File: config.mk
export PLATFORM = sky130hd
export DESIGN_NAME = gpio_out_ctrl
export DESIGN_NICKNAME = d
export VERILOG_FILES = /design/src/rtl/gpio_out_ctrl.sv
export SDC_FILE = /design/constraint.sdc
export NUM_CORES = 1
export LEC_CHECK = 0
export CAP_MARGIN = 20
export CORE_ASPECT_RATIO = 1.5
export CORE_UTILIZATION = 45
export CTS_CLUSTER_DIAMETER = 30
export CTS_CLUSTER_SIZE = 8
export DETAILED_ROUTE_END_ITERATION = 16
export GPL_TIMING_DRIVEN = 0
export HOLD_SLACK_MARGIN = 0.05
export PLACE_DENSITY = 0.72
export SYNTH_ARGS = -nofsm -noshare
export SYNTH_HDL_FRONTEND = slang
export SYNTH_SLANG_ARGS = --single-unit
File: constraint.sdc
create_clock -name clk -period 6.5 [get_ports clk]
set_clock_uncertainty 0.2 [all_clocks]
set_input_delay 1.625 -clock clk [delete_from_list [all_inputs] [get_ports clk]]
set_output_delay 1.625 -clock clk [all_outputs]
set_load 0.005 [all_outputs]
File: src/rtl/gpio_out_ctrl.sv
// GPIO output controller: owns the pin data/enable registers and runs
// WRITE/SET/CLR/PULSE commands from a valid/ready command port.
module gpio_out_ctrl #(
    parameter int NPINS = 16,
    parameter int CNT_W = 16
) (
    input  logic             clk,
    input  logic             reset,
    input  logic             cmd_valid,
    output logic             cmd_ready,
    input  logic [1:0]       cmd_op,
    input  logic [NPINS-1:0] cmd_data,
    input  logic [CNT_W-1:0] cmd_len,
    input  logic             oe_wr,
    input  logic [NPINS-1:0] oe_data,
    output logic [NPINS-1:0] gpio_out,
    output logic [NPINS-1:0] gpio_oe,
    output logic             pulse_busy,
    output logic             pulse_done
);

    localparam logic [1:0] OP_WRITE = 2'b00;
    localparam logic [1:0] OP_SET   = 2'b01;
    localparam logic [1:0] OP_CLR   = 2'b10;
    localparam logic [1:0] OP_PULSE = 2'b11;

    typedef enum logic {
        S_IDLE  = 1'b0,
        S_PULSE = 1'b1
    } state_t;

    state_t           state, state_nxt;
    logic [CNT_W-1:0] cnt, cnt_nxt;
    logic [NPINS-1:0] mask, mask_nxt;
    logic [NPINS-1:0] out_nxt, oe_nxt;
    logic             done_nxt;

    assign cmd_ready  = (state == S_IDLE) && !reset;
    assign pulse_busy = (state == S_PULSE);

    always_ff @(posedge clk) begin
        if (reset) begin
            state      <= S_IDLE;
            cnt        <= '0;
            mask       <= '0;
            gpio_out   <= '0;
            gpio_oe    <= '0;
            pulse_done <= 1'b0;
        end else begin
            state      <= state_nxt;
            cnt        <= cnt_nxt;
            mask       <= mask_nxt;
            gpio_out   <= out_nxt;
            gpio_oe    <= oe_nxt;
            pulse_done <= done_nxt;
        end
    end

    always_comb begin
        state_nxt = state;
        cnt_nxt   = cnt;
        mask_nxt  = mask;
        out_nxt   = gpio_out;
        oe_nxt    = gpio_oe;
        done_nxt  = 1'b0;

        if (oe_wr)
            oe_nxt = oe_data;

        case (state)
            S_IDLE: begin
                if (cmd_valid) begin
                    case (cmd_op)
                        OP_WRITE: out_nxt = cmd_data;
                        OP_SET:   out_nxt = gpio_out | cmd_data;
                        OP_CLR:   out_nxt = gpio_out & ~cmd_data;
                        OP_PULSE: begin
                            // Zero-length pulse only produces the done strobe.
                            if (cmd_len == '0) begin
                                done_nxt = 1'b1;
                            end else begin
                                out_nxt   = gpio_out ^ cmd_data;
                                mask_nxt  = cmd_data;
                                cnt_nxt   = cmd_len;
                                state_nxt = S_PULSE;
                            end
                        end
                        default: out_nxt = gpio_out;
                    endcase
                end
            end
            S_PULSE: begin
                // Restore on terminal count so the pins stay inverted exactly N cycles.
                if (cnt == CNT_W'(1)) begin
                    out_nxt   = gpio_out ^ mask;
                    cnt_nxt   = '0;
                    done_nxt  = 1'b1;
                    state_nxt = S_IDLE;
                end else begin
                    cnt_nxt = cnt - CNT_W'(1);
                end
            end
            default: state_nxt = S_IDLE;
        endcase
    end

endmodule

* Word level (Yosys, flattened, before mapping)
Index checks and enable logic that the tools add are counted.
** Word-level totals
- Register bits :: 66
- Latch bits :: 0
- Bits of input ports :: 54
- Bits in writable memories :: 0
- Bits in read-only memories :: 0
- Memories :: 0
- Output and inout bits :: 35
** Operators by class
- Div/mod/pow operators :: 0
- Equal/unequal tests :: 9
- Mux-type cells :: 20
- Add/subtract/negate cells :: 1
- Order comparisons :: 0
- Multiply operators :: 0
- Bitwise logic cells :: 7
- Reductions and logical operators :: 7
- Shift-type cells :: 0
** Operator list (number)
- $mux W16 :: 7
- $pmux W16 S2 :: 2
- $pmux W16 S4 :: 1
- $xor A16 B16 Y16 :: 2
- $and A16 B16 Y16 :: 1
- $eq A16 B1 Y1 const B :: 1
- $logic_not A16 Y1 :: 1
- $not A16 Y16 :: 1
- $or A16 B16 Y16 :: 1
- $sub A16 B1 Y16 const B :: 1
- $mux W1 :: 8
- $reduce_and A3 Y1 :: 2
- $eq A2 B2 Y1 const B :: 2
- $ne A2 B1 Y1 const B :: 2
- $ne A2 B2 Y1 const B :: 2
- $pmux W1 S2 :: 2
- $reduce_and A4 Y1 :: 1
- $ne A3 B3 Y1 const B :: 1
- $eq A2 B1 Y1 const B :: 1
- $logic_not A2 Y1 :: 1
- $not A1 Y1 :: 2
- $logic_and A1 B1 Y1 :: 1
- $logic_not A1 Y1 :: 1

* Longest topological paths before layout
Gate-level depths: netlist of run 1.
- Depth in word-level cells :: 5
- Mapped depth :: 9
- Depth with buffers taken out :: 7

* Worst setup path before layout of run 1
OpenSTA, ideal clock, no wires.
- Kind :: input to output
- Start point :: in reset
- End point :: out cmd_ready
- Data required time :: 4675 ps
- Path buffers :: 1
- Path slack :: 2715 ps
- Arrival :: 1960 ps
- Stages on the path :: 2
- Cells stage by stage :: clkbuf_1 > nor2_1
** Between the ends
- Word-level cells in the longest chain between the ends :: 2
** RTL lines
- from (decl) :: RTL line 8 : input logic reset,
- $logic_not A1 Y1 :: RTL line 38 : assign cmd_ready = (state == S_IDLE) && !reset;
- $logic_and A1 B1 Y1 :: RTL line 38
- to (decl) :: RTL line 10 : output logic cmd_ready,
Every way passes these cells.

* Worst setup path in the final report of run 1
Ends and elaborated chain as after synthesis.

==> out/metrics.csv, run 1 <==
metric;value;unit
clockPowerShare;0.420;
pwr-share-comb;0.228;
hold_class;flop to flop;
grt_pass1_wl;21.36;mm
start_kind;primary input;
max_freq;199.6;MHz
synthCells;538;
tightest_slew;0.7600;ns
synth-edff-count;0;
synth_area;4319;sq um
slew_headroom;0.4933;
post_cts_buffers;0;
wl;13.45;mm
coreArea;9308;sq um
yosys-top-cells-area;dfxtp_1, ha_1, nand2_1, a21oi_1, mux2_2;
cts_buffers;9;
grt_overflow_total;0;
antenna_cells;0;
synth_top_family_by_area;compound AO/OA/AOI/OAI gates;
synth_cell_types;54;
drv_slew;0;
worstPathMaxFanout;10;
ant_nets;0;
pin_count;89;
power.leakage;2.233;nW
synth_ff_type;dfxtp_1;
synthAdderAreaFrac;0.09849;
antenna_found_initial;0;
p_seq_frac;0.353;
viasPerCell;5.977;
die_h;122.0;um
via_count;4489;
nets;722;
die_x;81.99;um
placementRows;43;
netlist.top_cell.by_area;dfxtp_1;
cts.clk_slew.worst_paths;0.06;ns
whs;0.2750;ns
power_switching;370.7;uW
start_util;0.4640;
fillers;852;
clock_latency;0.34;ns
yosys_register_bits;66;
cp_data_required_time;4.68;ns
syn_area_per_cell;8.028;sq um
synth_common_cells;dfxtp_1, nand2_1, a21oi_1;
cts_buffer_depth;2;
synthesis.nets;626;
tns;0;ns
stdcell_area;5638;sq um
power_density;227.1;nW/um^2
vdd_drop_max;0.1829;mV
grt_max_degree;13;
rsz0062_at_grt;no;
cts_hold_buffers;0;
swShare;0.2895;
synth_top_area_frac;0.3059;
cts_tree;built;
place_area;5310;sq um
yosysSeqAreaShare;0.3059;
async_reset_ff_frac;0;
die_area;10000;sq um
initialDrtViolationCount;416;
dr.pass1.iters;5;
synthSimpleGateAreaFrac;0.2184;
intPower;909.9;uW
clock-sinks;66;
cp-end-kind;primary output;
cts_resized;0;
maxCapViolCount;0;
yosys_warnings;0;
gp_congestion;0.9382;
layout-drive-gt1-share;0.09546;
hold_violations;0;
area_delta_synth_final;30.53;%
track_usage;0.2833;
port_buffers;85;
cts_max_level;3;
wl_per_cell;17.91;um
cts_root_buf;clkbuf_16;
synthXorXnorAreaFrac;0;
grt_pass1_vias;4553;
power;1.281;mW
synth_most_common_cell;dfxtp_1;
synth_compound_area_frac;0.2193;
min_period;5.010;ns
drc;0;
critPathKind;primary input to primary output;
outcome;finished clean;
period_share;0.7708;
dp_hpwl;9.662;mm
worstPathArrival;3.19;ns
yosys-mux-area-fraction;0.07879;
finalSetupViolCount;0;
logic make-up after synthesis:
family	after synthesis
AOI/OAI and AO/OA	135
adders and majority gates	34
buffers and inverters	82
DFF	66
muxes	32
and+or+nand+nor	189
worst max-delay path, stage by stage:
cell and delay [ns]:
clkdlybuf4s50_1 0.55, clkbuf_1 0.42, nor2_1 0.12, clkdlybuf4s50_1 0.47
state kept, by name, summed over array words and instances, names as in the netlist:
name,flops
cnt,16
gpio_oe,16
gpio_out,16
mask,16
pulse_busy,1
pulse_done,1
layout make-up:
| cell class | instances | area (sq um) | share of cell area |
|---|---|---|---|
| plain buffers | 43 | 195.2 | 0.03462 |
| clock buffers | 10 | 239.0 | 0.04239 |
| clock inverters | 6 | 88.84 | 0.01576 |
| inverters | 39 | 146.4 | 0.02597 |
| multi-input cells | 390 | 2656 | 0.4711 |
| flip-flops and latches | 66 | 1321 | 0.2344 |
| well taps | 112 | 140.1 | 0.02486 |
| repair buffers | 85 | 850.8 | 0.1509 |
stage by stage:
step / utilization / setup WS, ns / std cells
finish: 0.6057 / 1.490 / 751
detailed placement: 0.5705 / 1.477 / 735
global placement: 0.5705 / 1.487 / 735
CTS: 0.6057 / 1.473 / 751
global route: 0.6057 / 1.395 / 751
floorplan: - / 2.715 / 538
power by group through the flow:
stage	sequential, mW	combinational (mW)	clock (mW)
after CTS	0.451	0.288	0.542
after floorplan	0.456	0.170	0
after global placement	0.458	0.280	0
after detailed placement	0.460	0.286	0
final	0.452	0.292	0.537
after global routing	0.454	0.319	0.558
per-layer routing:
metal / vias up / wire length (um) / track usage / part of all wire
met5: - / 0 / 0 / 0
met4: 0 / 391 / 0.1480 / 0.029
met3: 40 / 1090 / 0.06142 / 0.081
met2: 229 / 6728 / 0.4819 / 0.50
met1: 2092 / 5238 / 0.3230 / 0.39
li1: 2128 / - / - / -
path summary, 6_finish.rpt:
path / startpoint / endpoint / slack (ns) / depth (start not counted)
min: mask[13]$_SDFFE_PP0P_ / mask[13]$_SDFFE_PP0P_ / 0.27 / 2
min reg2reg: mask[13]$_SDFFE_PP0P_ / mask[13]$_SDFFE_PP0P_ / 0.27 / 2
max reg2reg: pulse_busy$_SDFF_PP0_ / gpio_out[13]$_SDFFE_PP0P_ / 3.91 / 6
max: reset / cmd_ready / 1.49 / 4
cell usage in the layout, fill, tap and decap left out, types with 23 or more instances in the layout:
| cell type | instances |
|---|---|
| nand2_1 | 61 |
| ha_1 | 34 |
| a21oi_1 | 45 |
| nand3_1 | 23 |
| inv_1 | 38 |
| dfxtp_1 | 66 |
| clkdlybuf4s50_1 | 85 |
| nor2_1 | 41 |
| clkbuf_1 | 26 |
No activity file was read; power rests on OpenSTA's default activity.
==> run 2, diff against run 1 <==
==> constraint.sdc (replaced) <==
create_clock -name clk -period 4.82 [get_ports clk]
set_clock_uncertainty 0.2 [all_clocks]
set_input_delay 1.205 -clock clk [delete_from_list [all_inputs] [get_ports clk]]
set_output_delay 1.205 -clock clk [all_outputs]
set_load 0.005 [all_outputs]
==> results of run 2 <==
The final DEF is identical to that of run 1. Status: finished clean.
Among the figures that moved: setup slack after placement 1.477 ns -> 0.6375 ns; setup slack after layout 1.490 ns -> 0.6496 ns; register-to-register setup slack 3.91 ns -> 2.23 ns; total power 1.281 mW -> 1.727 mW; worst IR drop on VDD 0.1829 mV -> 0.2467 mV
==> run 3, diff against run 2 <==
--- a/config.mk
+++ b/config.mk
@@ -5,6 +5,7 @@
 export SDC_FILE = /design/constraint.sdc
 export NUM_CORES = 1
 export LEC_CHECK = 0
+export ABC_AREA = 1
 export CAP_MARGIN = 20
 export CORE_ASPECT_RATIO = 1.5
 export CORE_UTILIZATION = 45
@@ -13,7 +14,7 @@
 export DETAILED_ROUTE_END_ITERATION = 16
 export GPL_TIMING_DRIVEN = 0
 export HOLD_SLACK_MARGIN = 0.05
-export PLACE_DENSITY = 0.72
+export PLACE_DENSITY = 0.71
 export SYNTH_ARGS = -nofsm -noshare
 export SYNTH_HDL_FRONTEND = slang
 export SYNTH_SLANG_ARGS = --single-unit
==> run 3 against run 2 <==
  * Synthesized area rose by 0.98%
  * First-iteration DRC count fell by 28%
  * Critical endpoint unchanged
  * Largest power group unchanged
  * Largest cell class unchanged
  * Sequential share of layout area fell by 0.18 points
==> out/metrics.csv, run 3 <==
metric;value;unit;change
outcome;finished clean;;
max_stage_delay;0.51;ns;-0.04 ns
intPower;1.214;mW;
grt_pass1_vias;4603;;+1.1%
rsz0062_at_grt;no;;
clock-sinks;66;;unchanged
die_h;122.6;um;+0.48%
via_count;4788;;+6.7%
synth_ff_type;dfxtp_1;;
cp-end-kind;primary output;;
reg2reg_depth;7;;+1
placementRows;43;;unchanged
area_delta_synth_final;30.26;%;
cts_tree;built;;
place_ws;1.165;ns;
p_seq_frac;0.357;;+0.004
cts_resized;0;;unchanged
finalSetupViolCount;0;;unchanged
nets;892;;+24%
cts_buffers;9;;unchanged
hold_violations;0;;unchanged
synthCells;705;;+31%
r2r-start;pulse_busy$_SDFF_PP0_;;
vdd_drop_max;0.2008;mV;
die_x;82.39;um;+0.48%
power_switching;531.2;uW;
min_period;3.656;ns;
syn_area_per_cell;6.187;sq um;-23%
final_common_cell;nand2_1;;
netlist.top_cell.by_area;dfxtp_1;;
crit_path_start;reset;;
yosysSeqAreaShare;0.3029;;-0.002984
multi_input_area;2605;sq um;-1.9%
wl;12.72;mm;-5.5%
tns;0;ns;unchanged
grt_pass1_wl;20.55;mm;-3.8%
cts.clk_slew.worst_paths;0.05;ns;about the same
power_density;307.2;nW/um^2;
post_cts_buffers;0;;unchanged
crit_slowest_cell;clkdlybuf4s50_1;;
clockPowerShare;0.388;;-0.032
slew_headroom;0.5114;;+0.01804
critPathKind;primary input to primary output;;
power.leakage;2.762;nW;+24%
clock_latency;0.34;ns;about the same
worstPathMaxFanout;3;;-7
r2r_end;gpio_out[1]$_SDFFE_PP0P_;;
yosys_register_bits;66;;unchanged
r2r_slack;2.95;ns;
cts_hold_buffers;0;;unchanged
stdcell_area;5682;sq um;+0.78%
path_cells;clkdlybuf4s50_1, nor2_1, clkdlybuf4s50_1;;
die_area;10100;sq um;+0.97%
cp_data_required_time;3.41;ns;
period_share;0.7585;;
synth_most_common_cell;nand2_1;;
synthesis.nets;793;;+27%
dp_hpwl;9.332;mm;-3.4%
synth_cell_types;29;;-46%
drv_slew;0;;unchanged
antenna_found_initial;0;;unchanged
seq_area;1321;sq um;unchanged
post-route-util;0.6104;;+0.004705
cts_root_buf;clkbuf_16;;
tightest_slew;0.7330;ns;-0.02706 ns
dr.pass1.iters;5;;unchanged
viasPerCell;5.199;;-13%
yosys_warnings;0;;unchanged
pin_count;89;;unchanged
swShare;0.3044;;
synth_area;4362;sq um;+0.98%
yosys-top-cells-area;dfxtp_1, nand2_1, nor2_1, ha_1, o21ai_0;;
dp_cells;905;;+23%
drc;0;;unchanged
grt_overflow_total;0;;unchanged
cts_buffer_depth;2;;unchanged
maxCapViolCount;0;;unchanged
track_usage;0.2694;;-0.01387
mostFrequentLayoutCells;nand2_1, nor2_1, clkdlybuf4s50_1;;
synth_top_area_frac;0.3029;;-0.002984
fillers;890;;+4.5%
wl_per_cell;13.81;um;-23%
async_reset_ff_frac;0;;unchanged
ant_nets;0;;unchanged
layout-drive-gt1-share;0.06057;;-0.03489
timing.critical_path.to;cmd_ready;;
worstPathArrival;2.25;ns;
coreArea;9308;sq um;unchanged
synth_common_cells;nand2_1, nor2_1, inv_1;;
initialDrtViolationCount;298;;-28%
gp_congestion;0.9014;;-3.9%
grt_max_degree;11;;-2
port_buffers;88;;+3.5%
place_area;5383;sq um;+1.4%
synth-edff-count;0;;unchanged
cts_max_level;3;;unchanged
pwr-share-comb;0.255;;+0.027
start_kind;primary input;;
start_util;0.4686;;+0.004571
antenna_cells;0;;unchanged
fin_cells;921;;+23%
max_freq;273.5;MHz;
fin_ws;1.164;ns;
hold_class;flop to flop;;
worst_path_most_repeated_cell;clkdlybuf4s50_1;;
run 3: layer usage:
metal | global-route usage | wire (um) | up-vias
met3 | 0.05428 | 785 | 44
li1 | - | - | 2405
met1 | 0.2728 | 4858 | 2161
met5 | 0 | 0 | -
met4 | 0.1667 | 525 | 0
met2 | 0.4886 | 6545 | 178
run 3: through the flow:
stage | hold WS [ns] | power (mW)
CTS | 0.2981 | 1.754
floorplan | 0.2870 | 0.8989
global placement | 0.2745 | 1.061
finish | 0.2954 | 1.745
global route | 0.3258 | 1.839
detailed placement | 0.2854 | 1.077
run 3: power groups by stage:
stage	combinational [mW]	clock [mW]	sequential, mW
global route	0.505	0.705	0.629
floorplan	0.268	0	0.630
CTS	0.445	0.685	0.623
detailed placement	0.442	0	0.634
finish	0.445	0.677	0.624
global placement	0.429	0	0.632
run 3: worst max-delay path: cells and delay by family:
kind | cells | cell delay [ns]
AND/OR/NAND/NOR | 1 | 0.10
buffers and inverters | 2 | 0.95
run 3: area by class of cell:
type,count,area share
inverters,77,0.05087
well taps,112,0.02466
clock inverters,2,0.006166
plain buffers,26,0.02577
clock buffers,14,0.04647
flip-flops and latches,66,0.2325
multi-input cells,536,0.4585
repair buffers,88,0.1550
run 3: logic make-up after synthesis:
family                   Yosys count  synth area share
AO/OA/AOI/OAI                    122            0.1454
XOR/XNOR                           3          0.006025
adder cells (fa/ha/maj)           34           0.09753
buffers and inverters            103           0.09982
flip-flops                        66            0.3029
AND/OR/NAND/NOR                  377            0.3483
run 3: worst min path at each step:
stage / from / to / slack (ns) / cells after the start
after floorplan: gpio_oe[10]$_SDFFE_PP0P_ / gpio_oe[10]$_SDFFE_PP0P_ / 0.29 / 2
after global placement: gpio_oe[8]$_SDFFE_PP0P_ / gpio_oe[8]$_SDFFE_PP0P_ / 0.27 / 2
after detailed placement: gpio_oe[8]$_SDFFE_PP0P_ / gpio_oe[8]$_SDFFE_PP0P_ / 0.29 / 2
after CTS: gpio_oe[8]$_SDFFE_PP0P_ / gpio_oe[8]$_SDFFE_PP0P_ / 0.30 / 2
after global routing: gpio_oe[11]$_SDFFE_PP0P_ / gpio_oe[11]$_SDFFE_PP0P_ / 0.33 / 2
final: gpio_oe[5]$_SDFFE_PP0P_ / gpio_oe[5]$_SDFFE_PP0P_ / 0.30 / 2
